`config.mk`:
```
export PLATFORM = sky130hd
export DESIGN_NAME = wb_arbiter_flat
export DESIGN_NICKNAME = d
export VERILOG_FILES = /design/src/rtl/wb_arbiter_if.sv /design/src/rtl/wb_arbiter.sv /design/src/flat_wrapper.sv
export SDC_FILE = /design/constraint.sdc
export NUM_CORES = 1
export LEC_CHECK = 0
export BUFFER_PORTS_ARGS = -buffer_cell sky130_fd_sc_hd__buf_2
export CAP_MARGIN = 5
export CORE_MARGIN = 5
export CORE_UTILIZATION = 56
export CTS_CLUSTER_SIZE = 24
export DETAILED_ROUTE_END_ITERATION = 7
export PLACE_DENSITY = 0.8
export SLEW_MARGIN = 20
export SYNTH_ARGS = -nofsm -noshare
export SYNTH_HDL_FRONTEND = slang
export SYNTH_SLANG_ARGS = --single-unit
```
`constraint.sdc`:
```
create_clock -name clk -period 8.1 [get_ports clk]
set_clock_uncertainty 0.2 [all_clocks]
set_input_delay 0.405 -clock clk [delete_from_list [all_inputs] [get_ports clk]]
set_output_delay 0.405 -clock clk [all_outputs]
set_load 0.01 [all_outputs]
```
`src/rtl/wb_arbiter_if.sv`:
```
// Completion-source and writeback-lane bundle for wb_arbiter.
// slave = arbiter side, master = sources/ROB side.
interface wb_arbiter_if #(
  parameter int unsigned NUM_REQ  = 4,
  parameter int unsigned GRANTS   = 2,
  parameter int unsigned UID_BITS = 3,
  parameter int unsigned VAL_W    = 16,
  parameter int unsigned LOC_W    = 18
);
  localparam int unsigned CNT_W = $clog2(GRANTS + 1);

  logic                         flush_all;
  logic [NUM_REQ-1:0]           req_valid;
  logic [NUM_REQ-1:0]           req_ready;
  logic [NUM_REQ*UID_BITS-1:0]  req_uid;
  logic [NUM_REQ*VAL_W-1:0]     req_val;
  logic [NUM_REQ*LOC_W-1:0]     req_loc;
  logic [GRANTS-1:0]            wb_valid;
  logic [GRANTS*UID_BITS-1:0]   wb_uid;
  logic [GRANTS*VAL_W-1:0]      wb_val;
  logic [GRANTS*LOC_W-1:0]      wb_loc;
  logic [CNT_W-1:0]             wb_count;

  modport slave (
    input  flush_all, req_valid, req_uid, req_val, req_loc,
    output req_ready, wb_valid, wb_uid, wb_val, wb_loc, wb_count
  );

  modport master (
    output flush_all, req_valid, req_uid, req_val, req_loc,
    input  req_ready, wb_valid, wb_uid, wb_val, wb_loc, wb_count
  );
endinterface

```
`src/rtl/wb_arbiter.sv`:
```
// Round-robin writeback arbiter: one holding slot per completion source,
// up to GRANTS results per cycle registered onto the ROB finish lanes.
module wb_arbiter #(
  parameter int unsigned NUM_REQ  = 4,
  parameter int unsigned GRANTS   = 2,
  parameter int unsigned UID_BITS = 3,
  parameter int unsigned VAL_W    = 16,
  parameter int unsigned LOC_W    = 18
) (
  input  logic         clk,
  input  logic         rst,
  wb_arbiter_if.slave  bus
);
  localparam int unsigned PTR_W = $clog2(NUM_REQ);
  localparam int unsigned CNT_W = $clog2(GRANTS + 1);

  logic [NUM_REQ-1:0]     buf_v;
  logic [UID_BITS-1:0]    buf_uid [NUM_REQ];
  logic [VAL_W-1:0]       buf_val [NUM_REQ];
  logic [LOC_W-1:0]       buf_loc [NUM_REQ];
  logic [PTR_W-1:0]       rr_ptr;

  logic [PTR_W-1:0]       rr_next;
  logic [PTR_W-1:0]       last_idx;
  logic [PTR_W-1:0]       idx;
  int unsigned            pos;
  logic [NUM_REQ-1:0]     granted;
  logic [CNT_W-1:0]       n_grant;
  logic [PTR_W-1:0]       lane_src [GRANTS];

  logic [GRANTS-1:0]          lane_v;
  logic [GRANTS*UID_BITS-1:0] lane_uid;
  logic [GRANTS*VAL_W-1:0]    lane_val;
  logic [GRANTS*LOC_W-1:0]    lane_loc;

  // Circular scan from rr_ptr; the k-th valid slot found drives lane k.
  always_comb begin
    granted  = '0;
    n_grant  = '0;
    last_idx = rr_ptr;
    pos      = 0;
    idx      = '0;
    for (int k = 0; k < GRANTS; k++) lane_src[k] = '0;
    for (int j = 0; j < NUM_REQ; j++) begin
      pos = 32'(rr_ptr) + 32'(j);
      if (pos >= NUM_REQ) pos = pos - NUM_REQ;
      idx = PTR_W'(pos);
      if (buf_v[idx] && (n_grant < CNT_W'(GRANTS))) begin
        granted[idx] = 1'b1;
        for (int k = 0; k < GRANTS; k++) begin
          if (n_grant == CNT_W'(k)) lane_src[k] = idx;
        end
        n_grant  = n_grant + CNT_W'(1);
        last_idx = idx;
      end
    end
    rr_next = (last_idx == PTR_W'(NUM_REQ - 1)) ? '0 : last_idx + PTR_W'(1);
  end

  always_comb begin
    lane_v   = '0;
    lane_uid = '0;
    lane_val = '0;
    lane_loc = '0;
    for (int k = 0; k < GRANTS; k++) begin
      if (CNT_W'(k) < n_grant) begin
        lane_v[k]                          = 1'b1;
        lane_uid[k*UID_BITS +: UID_BITS]   = buf_uid[lane_src[k]];
        lane_val[k*VAL_W +: VAL_W]         = buf_val[lane_src[k]];
        lane_loc[k*LOC_W +: LOC_W]         = buf_loc[lane_src[k]];
      end
    end
  end

  // A slot being drained this cycle can take a new result in the same edge.
  always_comb begin
    bus.req_ready = bus.flush_all ? '0 : (~buf_v | granted);
  end

  always_ff @(posedge clk or posedge rst) begin
    if (rst) begin
      buf_v        <= '0;
      rr_ptr       <= '0;
      bus.wb_valid <= '0;
      bus.wb_uid   <= '0;
      bus.wb_val   <= '0;
      bus.wb_loc   <= '0;
      bus.wb_count <= '0;
      for (int i = 0; i < NUM_REQ; i++) begin
        buf_uid[i] <= '0;
        buf_val[i] <= '0;
        buf_loc[i] <= '0;
      end
    end else if (bus.flush_all) begin
      buf_v        <= '0;
      rr_ptr       <= '0;
      bus.wb_valid <= '0;
      bus.wb_uid   <= '0;
      bus.wb_val   <= '0;
      bus.wb_loc   <= '0;
      bus.wb_count <= '0;
    end else begin
      for (int i = 0; i < NUM_REQ; i++) begin
        if (bus.req_valid[i] && bus.req_ready[i]) begin
          buf_v[i]   <= 1'b1;
          buf_uid[i] <= bus.req_uid[i*UID_BITS +: UID_BITS];
          buf_val[i] <= bus.req_val[i*VAL_W +: VAL_W];
          buf_loc[i] <= bus.req_loc[i*LOC_W +: LOC_W];
        end else if (granted[i]) begin
          buf_v[i] <= 1'b0;
        end
      end
      if (n_grant != '0) rr_ptr <= rr_next;
      bus.wb_valid <= lane_v;
      bus.wb_uid   <= lane_uid;
      bus.wb_val   <= lane_val;
      bus.wb_loc   <= lane_loc;
      bus.wb_count <= n_grant;
    end
  end
endmodule

```
`src/flat_wrapper.sv`:
```
// flat-port wrapper written by rule: the top's interface ports become plain ports
module wb_arbiter_flat 
#(
  parameter int unsigned NUM_REQ  = 4,
  parameter int unsigned GRANTS   = 2,
  parameter int unsigned UID_BITS = 3,
  parameter int unsigned VAL_W    = 16,
  parameter int unsigned LOC_W    = 18
)
  (clk, rst, bus_flush_all, bus_req_valid, bus_req_uid, bus_req_val, bus_req_loc, bus_req_ready, bus_wb_valid, bus_wb_uid, bus_wb_val, bus_wb_loc, bus_wb_count);
  wb_arbiter_if #(.NUM_REQ(NUM_REQ), .GRANTS(GRANTS), .UID_BITS(UID_BITS), .VAL_W(VAL_W), .LOC_W(LOC_W)) bus_i ();
  input  logic clk;
  input  logic rst;
  input wire logic [$bits(bus_i.flush_all)-1:0] bus_flush_all;
  input wire logic [$bits(bus_i.req_valid)-1:0] bus_req_valid;
  input wire logic [$bits(bus_i.req_uid)-1:0] bus_req_uid;
  input wire logic [$bits(bus_i.req_val)-1:0] bus_req_val;
  input wire logic [$bits(bus_i.req_loc)-1:0] bus_req_loc;
  output wire logic [$bits(bus_i.req_ready)-1:0] bus_req_ready;
  output wire logic [$bits(bus_i.wb_valid)-1:0] bus_wb_valid;
  output wire logic [$bits(bus_i.wb_uid)-1:0] bus_wb_uid;
  output wire logic [$bits(bus_i.wb_val)-1:0] bus_wb_val;
  output wire logic [$bits(bus_i.wb_loc)-1:0] bus_wb_loc;
  output wire logic [$bits(bus_i.wb_count)-1:0] bus_wb_count;
  assign bus_i.flush_all = bus_flush_all;
  assign bus_i.req_valid = bus_req_valid;
  assign bus_i.req_uid = bus_req_uid;
  assign bus_i.req_val = bus_req_val;
  assign bus_i.req_loc = bus_req_loc;
  assign bus_req_ready = bus_i.req_ready;
  assign bus_wb_valid = bus_i.wb_valid;
  assign bus_wb_uid = bus_i.wb_uid;
  assign bus_wb_val = bus_i.wb_val;
  assign bus_wb_loc = bus_i.wb_loc;
  assign bus_wb_count = bus_i.wb_count;
  wb_arbiter #(.NUM_REQ(NUM_REQ), .GRANTS(GRANTS), .UID_BITS(UID_BITS), .VAL_W(VAL_W), .LOC_W(LOC_W)) u_core (.clk(clk), .rst(rst), .bus(bus_i));
endmodule
```
==> flow_summary.json <==
{
  "r2r_setup_slack_ns": 1.34,
  "cts_root_buf": "clkbuf_16",
  "worstSetupEndpointType": "register",
  "min_path_type": "primary input to register",
  "ys.warnings.count": 0,
  "cts.path.max_buffers": 3,
  "drt_pass1_iterations": 5,
  "max_freq_mhz": 148,
  "critPathBufInv": 4,
  "ant_nets": 0,
  "syn_inst": 1079,
  "wire_per_inst_um": 23.3,
  "clkTransAtPathRegs_ns": 0.07,
  "grt_overflow_total": 0,
  "io_buffer_count": 236,
  "synth_area_leaders": "dfrtp_1 46%, mux2_4 14%, mux2i_1 12%, o22ai_1 5.0%, nor2_1 3.3%",
  "synth.top_cell.area_share_pct": 45.5,
  "cts_buffers": 25,
  "arrival_ns": 6.89,
  "finalMaxSlewViolations": 0,
  "drv_cap": 0,
  "coreArea_sq_um": 22500,
  "hold_path_end": "u_core.bus.wb_count[0]",
  "antenna_found_initial": 4,
  "crit_family": "buffers and inverters",
  "cts_resized": 0,
  "leakagePower_nw": 7.71,
  "synthArstFlopShare_pct": 100,
  "grt_pass1_vias": 11079,
  "worst_pin_slew_ns": 1.14,
  "critPathMaxFanout": 73,
  "r2r_start": "u_core.rr_ptr[0]",
  "ys_types": 49,
  "synth-edff-count": 0,
  "r2r-end": "u_core.bus.wb_loc[13]",
  "grt_max_degree": 110,
  "cts_tree": "done",
  "io_pins": 237,
  "ys.flop_type": "dfrtp_1",
  "worstPathCellList": "inv_1 > ha_1 > mux4_2 > inv_1 > ha_1 > inv_1 > a21o_1 > and2_1 > ha_1 > and4_2 > or2_1 > a2bb2oi_4 > buf_4 > mux2i_1 > o22ai_1",
  "finalCritPeriodShare_pct": 83.5,
  "fillers": 1439,
  "min_from": "bus_flush_all",
  "grt_usage_pct": 30.2,
  "hold-path-cell-count": 2,
  "place_congestion": 0.889,
  "start_util_pct": 56.4,
  "fin_crit_ns": 6.76,
  "cpPeakStageDelay_ns": 0.94,
  "crit_required_ns": 8.23,
  "maxSlewHeadroom_pct": 24.0,
  "drcViolationCount": 0,
  "synth_area_per_cell_sq_um": 11.8,
  "die_h_um": 161,
  "dieArea_sq_um": 25800,
  "finalPower_mw": 6.40,
  "rsz0062_at_grt": "no",
  "grt_pass1_wl_mm": 62.5,
  "num_vias": 10582,
  "rr_worst_depth": 15,
  "post_cts_buffers": 0,
  "slowest_stage": "dfrtp_4",
  "status": "finished clean",
  "setup_tns_ns": 0,
  "hold_viol_final": 0,
  "drive_gt1_share_pct": 32.4,
  "drt_iter0_markers": 1336,
  "cts_sinks": 231,
  "yosysSeqAreaShare_pct": 45.5,
  "yosysTopAreaCell": "dfrtp_1",
  "synth.net_count": 1246,
  "drt_wl_total_mm": 40.0,
  "rows": 55,
  "clock_latency_ns": 0.54,
  "hpwlAfterDp_mm": 22.6,
  "cts_hold_buf": 153,
  "setup_viol": 0,
  "utilization_pct": 71.6,
  "path_class": "register to register",
  "p_per_area_nw_per_um2": 397,
  "cp-start-kind": "register",
  "h-tree-depth": 1,
  "viasPerCell": 6.17,
  "die_x_um": 161,
  "area_delta_synth_final_pct": 26.9,
  "critPathLaunch": "u_core.rr_ptr[0]",
  "nets": 1578,
  "ys_ff_latch": 231,
  "vdd_ir_drop_max_uv": 292,
  "netlist_area_sq_um": 12700
}
final cells by class:
class | instances | area (sq um) | share of cell area [%]
Antenna cell | 4 | 10.0 | 0.0621
Timing Repair Buffer | 399 | 2790 | 17.3
Tap cell | 285 | 357 | 2.21
Multi-Input combinational cell | 745 | 6360 | 39.5
Clock buffer | 38 | 734 | 4.56
Inverter | 9 | 41.3 | 0.256
Clock inverter | 5 | 31.3 | 0.194
Sequential cell | 231 | 5780 | 35.9
worst max-delay path by stage:
stage	end	cells after the start	slack (ns)
global route	u_core.bus.wb_loc[13]	15	0.99
CTS	u_core.bus.wb_loc[13]	15	1.48
global placement	u_core.bus.wb_loc[17]	15	1.73
detailed placement	u_core.bus.wb_loc[14]	15	1.51
floorplan	u_core.buf_loc[0]	1	1.16
finish	u_core.bus.wb_loc[13]	15	1.34
registers in the layout, summed over array words and instances (netlist names):
| name | count |
|---|---|
| u_core.buf_loc | 72 |
| u_core.bus.wb_valid | 1 |
| u_core.bus.wb_count | 2 |
| u_core.bus.wb_loc | 36 |
| u_core.buf_val | 64 |
| u_core.bus.wb_uid | 6 |
| u_core.buf_uid | 12 |
| u_core.bus.wb_val | 32 |
| u_core.buf_v | 4 |
| u_core.rr_ptr | 2 |
metrics by stage:
step / std cells / hold WS, ns / setup WS, ns / instance area (sq um)
floorplan: 1079 / 0.302 / 1.16 / 12700
global placement: 1516 / 0.318 / 1.73 / 13800
detailed placement: 1516 / 0.321 / 1.51 / 13800
CTS: 1712 / 0.0152 / 1.48 / 16100
global route: 1715 / 0.0385 / 0.988 / 16100
finish: 1716 / 0.0254 / 1.34 / 16100
worst reg2reg max path, cell delays in order, from the launching register on:
cell and delay (ns):
dfrtp_4 0.94, inv_1 0.32, ha_1 0.68, mux4_2 0.73, inv_1 0.14, ha_1 0.29, inv_1 0.13, a21o_1 0.11
and2_1 0.16, ha_1 0.20, and4_2 0.74, or2_1 0.31, a2bb2oi_4 0.39, buf_4 0.67, mux2i_1 0.37, o22ai_1 0.16
power by group:
group	switching [mW]	leakage [nW]	total [mW]	internal (mW)
combinational	1.84	4.48	3.33	1.48
clock	0.476	0.376	1.10	0.621
sequential	0.407	2.85	1.97	1.57
per-layer routing:
metal / part of all wire (%) / wire length [um] / GRT usage [%]
met5: 0 / 0 / 0
met1: 39 / 15600 / 37.6
met2: 50 / 19900 / 51.2
met3: 7.0 / 2790 / 5.47
met4: 4.3 / 1740 / 14.1
cell usage after synthesis, types with 7 or more instances:
library cell and n:
mux2_4 120, nor2_1 110, buf_8 12, buf_2 22
mux2_2 33, and2_1 7, inv_1 9, mux2i_1 150
nor3_1 61, ha_1 12, clkbuf_1 44, a211oi_1 31
o22ai_1 101, dfrtp_1 231, a21oi_1 35, nand2_1 17
cells by family after synthesis:
kind of cell             after synthesis  share of synthesized area, %
multiplexers                         307                          29.7
adder cells (fa/ha/maj)               12                          1.18
XOR/XNOR                               4                         0.276
AND/OR/NAND/NOR                      219                          7.78
flip-flops                           231                          45.5
AO/OA/AOI/OAI                        203                          10.7
buffers and inverters                103                          4.86
placed cells by master, fill, tap and decap left out, drive strengths merged, types with 7 or more instances in the layout:
cell / n
ha: 12
a221oi: 8
nor3: 61
buf: 246
a21oi: 36
nand2: 17
mux2i: 150
dlygate4sd3: 153
and2: 7
nor2: 110
dfrtp: 231
inv: 10
mux2: 153
o22ai: 101
a211oi: 31
clkbuf: 38
(Power assumes the default switching activity.)
